[config.mk]
export PLATFORM = sky130hd
export DESIGN_NAME = i2c_cfg_sequencer
export DESIGN_NICKNAME = d
export VERILOG_FILES = /design/src/rtl/cfg_seq_pkg.sv /design/src/rtl/i2c_cfg_sequencer.sv
export SDC_FILE = /design/constraint.sdc
export NUM_CORES = 1
export LEC_CHECK = 0
export ABC_AREA = 1
export BUFFER_PORTS_ARGS = -buffer_cell sky130_fd_sc_hd__buf_2
export CORE_UTILIZATION = 50
export CTS_CLUSTER_SIZE = 12
export DETAILED_ROUTE_END_ITERATION = 6
export PLACE_DENSITY = 0.73
export SLEW_MARGIN = 20
export SYNTH_ARGS = -nofsm -noshare
export SYNTH_HDL_FRONTEND = slang
export SYNTH_SLANG_ARGS = --single-unit
export TNS_END_PERCENT = 1
[constraint.sdc]
create_clock -name clk -period 5.95 [get_ports clk]
set_input_delay 0.595 -clock clk [delete_from_list [all_inputs] [get_ports clk]]
set_output_delay 0.595 -clock clk [all_outputs]
set_load 0.01 [all_outputs]
[src/rtl/cfg_seq_pkg.sv]
// rtl/cfg_seq_pkg.sv - shared state encoding and LUT entry field positions for the config sequencer
package cfg_seq_pkg;

   typedef enum logic [3:0] {
      S_IDLE   = 4'd0,
      S_PWRUP  = 4'd1,
      S_FETCH  = 4'd2,
      S_ISSUE  = 4'd3,
      S_WAIT   = 4'd4,
      S_SETTLE = 4'd5,
      S_NEXT   = 4'd6,
      S_DONE   = 4'd7,
      S_ERROR  = 4'd8
   } state_t;

   // LUT entry layout: {reg_addr[15:0], reg_data[7:0]}
   localparam int ADDR_MSB = 23;
   localparam int ADDR_LSB = 8;
   localparam int DATA_MSB = 7;

endpackage

[src/rtl/i2c_cfg_sequencer.sv]
// rtl/i2c_cfg_sequencer.sv - walks a sensor config LUT and issues 16-bit-address register writes
// Power-up wait, post-soft-reset settle delay and per-entry NACK retry live in one FSM.
module i2c_cfg_sequencer
   import cfg_seq_pkg::*;
#(
   parameter int          CLK_FREQ     = 25_000_000,
   parameter logic [23:0] PWRUP_CYCLES = 24'(CLK_FREQ / 50),
   parameter logic [8:0]  RST_IDX      = 9'd1,
   parameter logic [23:0] RST_CYCLES   = 24'(CLK_FREQ / 200),
   parameter logic [2:0]  MAX_RETRY    = 3'd3
) (
   input  logic        clk,
   input  logic        rst,
   input  logic        start,
   output logic [8:0]  lut_index,
   input  logic [23:0] lut_data,
   input  logic [8:0]  lut_size,
   output logic        wr_valid,
   input  logic        wr_ready,
   output logic [15:0] wr_addr,
   output logic [7:0]  wr_data,
   input  logic        wr_done,
   input  logic        wr_nack,
   output logic        busy,
   output logic        cfg_done,
   output logic        cfg_err,
   output logic [8:0]  err_index
);

   state_t      state;
   state_t      state_nx;
   logic [8:0]  size;
   logic [2:0]  retry;
   logic [23:0] cnt;
   logic [23:0] cnt_term;
   logic        cnt_hit;
   logic        last_entry;

   // One delay counter serves both PWRUP and SETTLE; only the terminal count differs.
   assign cnt_term   = (state == S_SETTLE) ? RST_CYCLES : PWRUP_CYCLES;
   assign cnt_hit    = (cnt + 24'd1) >= cnt_term;
   assign last_entry = (lut_index == size - 9'd1);

   assign wr_valid = (state == S_ISSUE);
   assign cfg_done = (state == S_DONE);
   assign cfg_err  = (state == S_ERROR);
   assign busy     = (state != S_IDLE) && (state != S_DONE) && (state != S_ERROR);

   always_comb begin
      state_nx = state;
      case (state)
         S_IDLE, S_DONE, S_ERROR: begin
            if (start) state_nx = (lut_size == 9'd0) ? S_DONE : S_PWRUP;
         end
         S_PWRUP:  if (cnt_hit) state_nx = S_FETCH;
         S_FETCH:  state_nx = S_ISSUE;
         S_ISSUE:  if (wr_ready) state_nx = S_WAIT;
         S_WAIT: begin
            if (wr_done) begin
               if (!wr_nack)               state_nx = (lut_index == RST_IDX) ? S_SETTLE : S_NEXT;
               else if (retry < MAX_RETRY) state_nx = S_ISSUE;
               else                        state_nx = S_ERROR;
            end
         end
         S_SETTLE: if (cnt_hit) state_nx = S_NEXT;
         S_NEXT:   state_nx = last_entry ? S_DONE : S_FETCH;
         default:  state_nx = S_IDLE;
      endcase
   end

   always_ff @(posedge clk) begin
      if (rst) begin
         state     <= S_IDLE;
         size      <= '0;
         lut_index <= '0;
         retry     <= '0;
         cnt       <= '0;
         wr_addr   <= '0;
         wr_data   <= '0;
         err_index <= '0;
      end else begin
         state <= state_nx;
         cnt   <= (state_nx != state) ? 24'd0 : cnt + 24'd1;
         case (state)
            S_IDLE, S_DONE, S_ERROR: begin
               if (start) begin
                  size      <= lut_size;
                  lut_index <= '0;
                  retry     <= '0;
                  err_index <= '0;
               end
            end
            S_FETCH: begin
               wr_addr <= lut_data[ADDR_MSB:ADDR_LSB];
               wr_data <= lut_data[DATA_MSB:0];
            end
            S_WAIT: begin
               if (wr_done && wr_nack) begin
                  if (retry < MAX_RETRY) retry     <= retry + 3'd1;
                  else                   err_index <= lut_index;
               end
            end
            S_NEXT: begin
               retry <= '0;
               if (!last_entry) lut_index <= lut_index + 9'd1;
            end
            default: ;
         endcase
      end
   end

endmodule

==> results_dict.tcl <==
set metrics [dict create \
    critical_path_required_ps 6210 \
    syn_nets 679 \
    grt_pass1_vias 4014 \
    layout-drive-gt1-share_pct 22.9 \
    first_pass_iters 4 \
    synthFlopType "dfxtp_1" \
    cts_made_buffers 9 \
    gp_congestion 0.945 \
    p_sw_share_pct 38.0 \
    synth_most_common_cell "nor2_1" \
    slew_headroom_pct 44.3 \
    clk_pin_slew_worst_paths_ps 90 \
    synth_area_sq_um 4500 \
    hold_viol_final 0 \
    async_flop_share_pct 0 \
    cp_max_fo 24 \
    synth.cells.most_frequent "105 x nor2_1, 102 x nand2_1, 82 x dfxtp_1" \
    yosysSeqAreaShare_pct 36.5 \
    grt_pass1_wl_um 18000 \
    ant_nets 0 \
    setup_violations 0 \
    cts_hold_buf 0 \
    antenna_found_initial 0 \
    num_rows 34 \
    hp-class "input port to flop" \
    post_drt_via_cell_ratio 5.21 \
    syn_avg_cell_area_sq_um 7.17 \
    skew_ps 11.8 \
    diodes 0 \
    synth_edf_count 0 \
    drc_errors 0 \
    maxSlewViolCount 0 \
    cts-root-buf "clkbuf_8" \
    worstSetupPathType "flop to flop" \
    core-area_sq_um 8720 \
    fin_setup_tns_ps 0 \
    setup_slack_ps 2760 \
    numPortBuffers 84 \
    drt_iter0_drc 248 \
    grt_max_degree 36 \
    power.density_nw_per_um2 317 \
    synth_top_area_share_pct 36.5 \
    pwr-share-seq_pct 41.2 \
    maxCapViolCount 0 \
    die_h_um 96.8 \
    period_needed_ps 3190 \
    io_pins 85 \
    cp-start-kind "flop" \
    ys_ff_latch 82 \
    max_freq_ghz 0.314 \
    h-tree-depth 3 \
    ys_warn_count 0 \
    status "finished clean" \
    syn_inst 627 \
    p_leak_nw 2.35 \
    rsz0062_at_grt "no" \
    clockBufferDepth 2 \
    post-cts-setup-buffers 0 \
    vias 4268 \
    wl_per_cell_um 12.6 \
    comb_power_share_pct 33.9 \
    place_inst 803 \
    routed_wl_um 10300 \
    power.total_mw 1.64 \
    fin_nets 758 \
    endpoint_kind "flop" \
    synth.distinct_cells 38 \
    grt_overflow 0 \
    cts_sinks 82 \
    clock_latency_ps 350 \
    critPathArrivalTime_ps 3450 \
    cts-resized-gates 0 \
    worstMarginPinSlew_ps 834 \
    cts_tree "done" \
    place_ws_ps 2810 \
    dieWidth_um 96.8 \
    start_util_pct 51.5 \
    track_usage_pct 23.0 \
    netlist_top_cells_area "dfxtp_1 37%, nor2_1 8.8%, nand2_1 8.5%, inv_1 5.6%, o21ai_0 5.3%" \
    switchingPower_uw 624 \
    finalNonFillerCells 819 \
    dp_hpwl_um 7760 \
    die_area_sq_um 9370 \
    fill_cells 789 \
    min_period_over_period_pct 53.6 \
    p_int_mw 1.02 \
    synth_top_area_cell "dfxtp_1" \
    areaGrowthSynthToFinish_pct 15.0 \
    max-vdd-ir-drop_v 0.000189 \
    clkPwrFrac_pct 24.9 \
]
-- power by group through the flow --
| stage | clock network, mW | registers [mW] | logic [mW] |
|---|---|---|---|
| 4_1_cts | 0.418 | 0.676 | 0.557 |
| 6_report | 0.408 | 0.676 | 0.556 |
| 2_1_floorplan | 0 | 0.709 | 0.404 |
| 3_3_place_gp | 0 | 0.684 | 0.542 |
| 5_1_grt | 0.437 | 0.686 | 0.624 |
| 3_5_place_dp | 0 | 0.686 | 0.556 |
-- layout by cell type, fill, tap and decap left out, drive strengths merged, types with 3 or more instances in the layout --
| cell type | n |
|---|---|
| inv | 76 |
| clkinv | 5 |
| nor3 | 32 |
| buf | 85 |
| xor2 | 15 |
| o21ai | 50 |
| xnor2 | 11 |
| nor2 | 118 |
| nand2 | 112 |
| a211oi | 6 |
| nand3 | 35 |
| nor4 | 4 |
| dfxtp | 82 |
| ha | 13 |
| clkinvlp | 3 |
| clkbuf | 10 |
| nand3b | 3 |
| or2 | 3 |
| nand4 | 14 |
| a21oi | 24 |
-- worst paths after layout --
| kind | start | to | slack (ps) | depth (start not counted) |
|---|---|---|---|---|
| hold reg to reg | retry[2] | retry[2] | 480 | 2 |
| setup reg to reg | cnt[0] | cnt[23] | 2760 | 15 |
| setup / recovery | cnt[0] | cnt[23] | 2760 | 15 |
| hold / removal | lut_data[15] | wr_addr[7] | 460 | 3 |
-- critical path: stages, from the launching register on --
cell and delay [ps]:
dfxtp_1 400, ha_1 280, nand3_2 140, nor2_4 160, nand2_2 80, inv_2 80, nand3_1 90, xnor2_1 240
ha_1 290, a21oi_1 170, nand3_1 100, nor2_1 200, nand3_1 150, nand3_1 140, nand3_4 340, nor3_1 250
-- sequential cells by signal (all words and copies together) (netlist names) --
name	cells
cnt	24
err_index	9
lut_index	9
retry	3
size	9
state	4
wr_addr	16
wr_data	8
-- layout make-up --
type | instances | area (sq um) | share of cell area, %
flip-flops and latches | 82 | 1640 | 31.8
inverters | 79 | 298 | 5.76
clock buffers | 10 | 138 | 2.66
repair buffers | 85 | 428 | 8.28
well taps | 108 | 135 | 2.61
multi-input cells | 449 | 2460 | 47.6
clock inverters | 6 | 66.3 | 1.28
-- per-stage QoR --
| step | instance area [sq um] | utilization [%] | hold WS [ps] |
|---|---|---|---|
| floorplan | 4500 | - | 447 |
| CTS | 5170 | 59.3 | 449 |
| detailed placement | 4960 | 56.9 | 464 |
| global route | 5170 | 59.3 | 452 |
| finish | 5170 | 59.3 | 464 |
| global placement | 4960 | 56.9 | 460 |
-- routing by layer --
layer	share of wire, %	track usage [%]	up-vias
met1	48	30.8	1946
met2	45	37.1	110
met5	0	0	-
met3	5.1	4.12	16
met4	1.7	8.73	0
li1	-	-	2196
-- cell families after synthesis --
kind of cell    Yosys count  share of synthesized area (%)
compound gates           87                           10.5
xor+xnor                 26                           5.07
fa+ha+maj                13                           3.62
buf+inv                  96                           8.71
flops                    82                           36.5
simple gates            323                           35.6
Note: power is estimated with default switching activity, not from simulation.
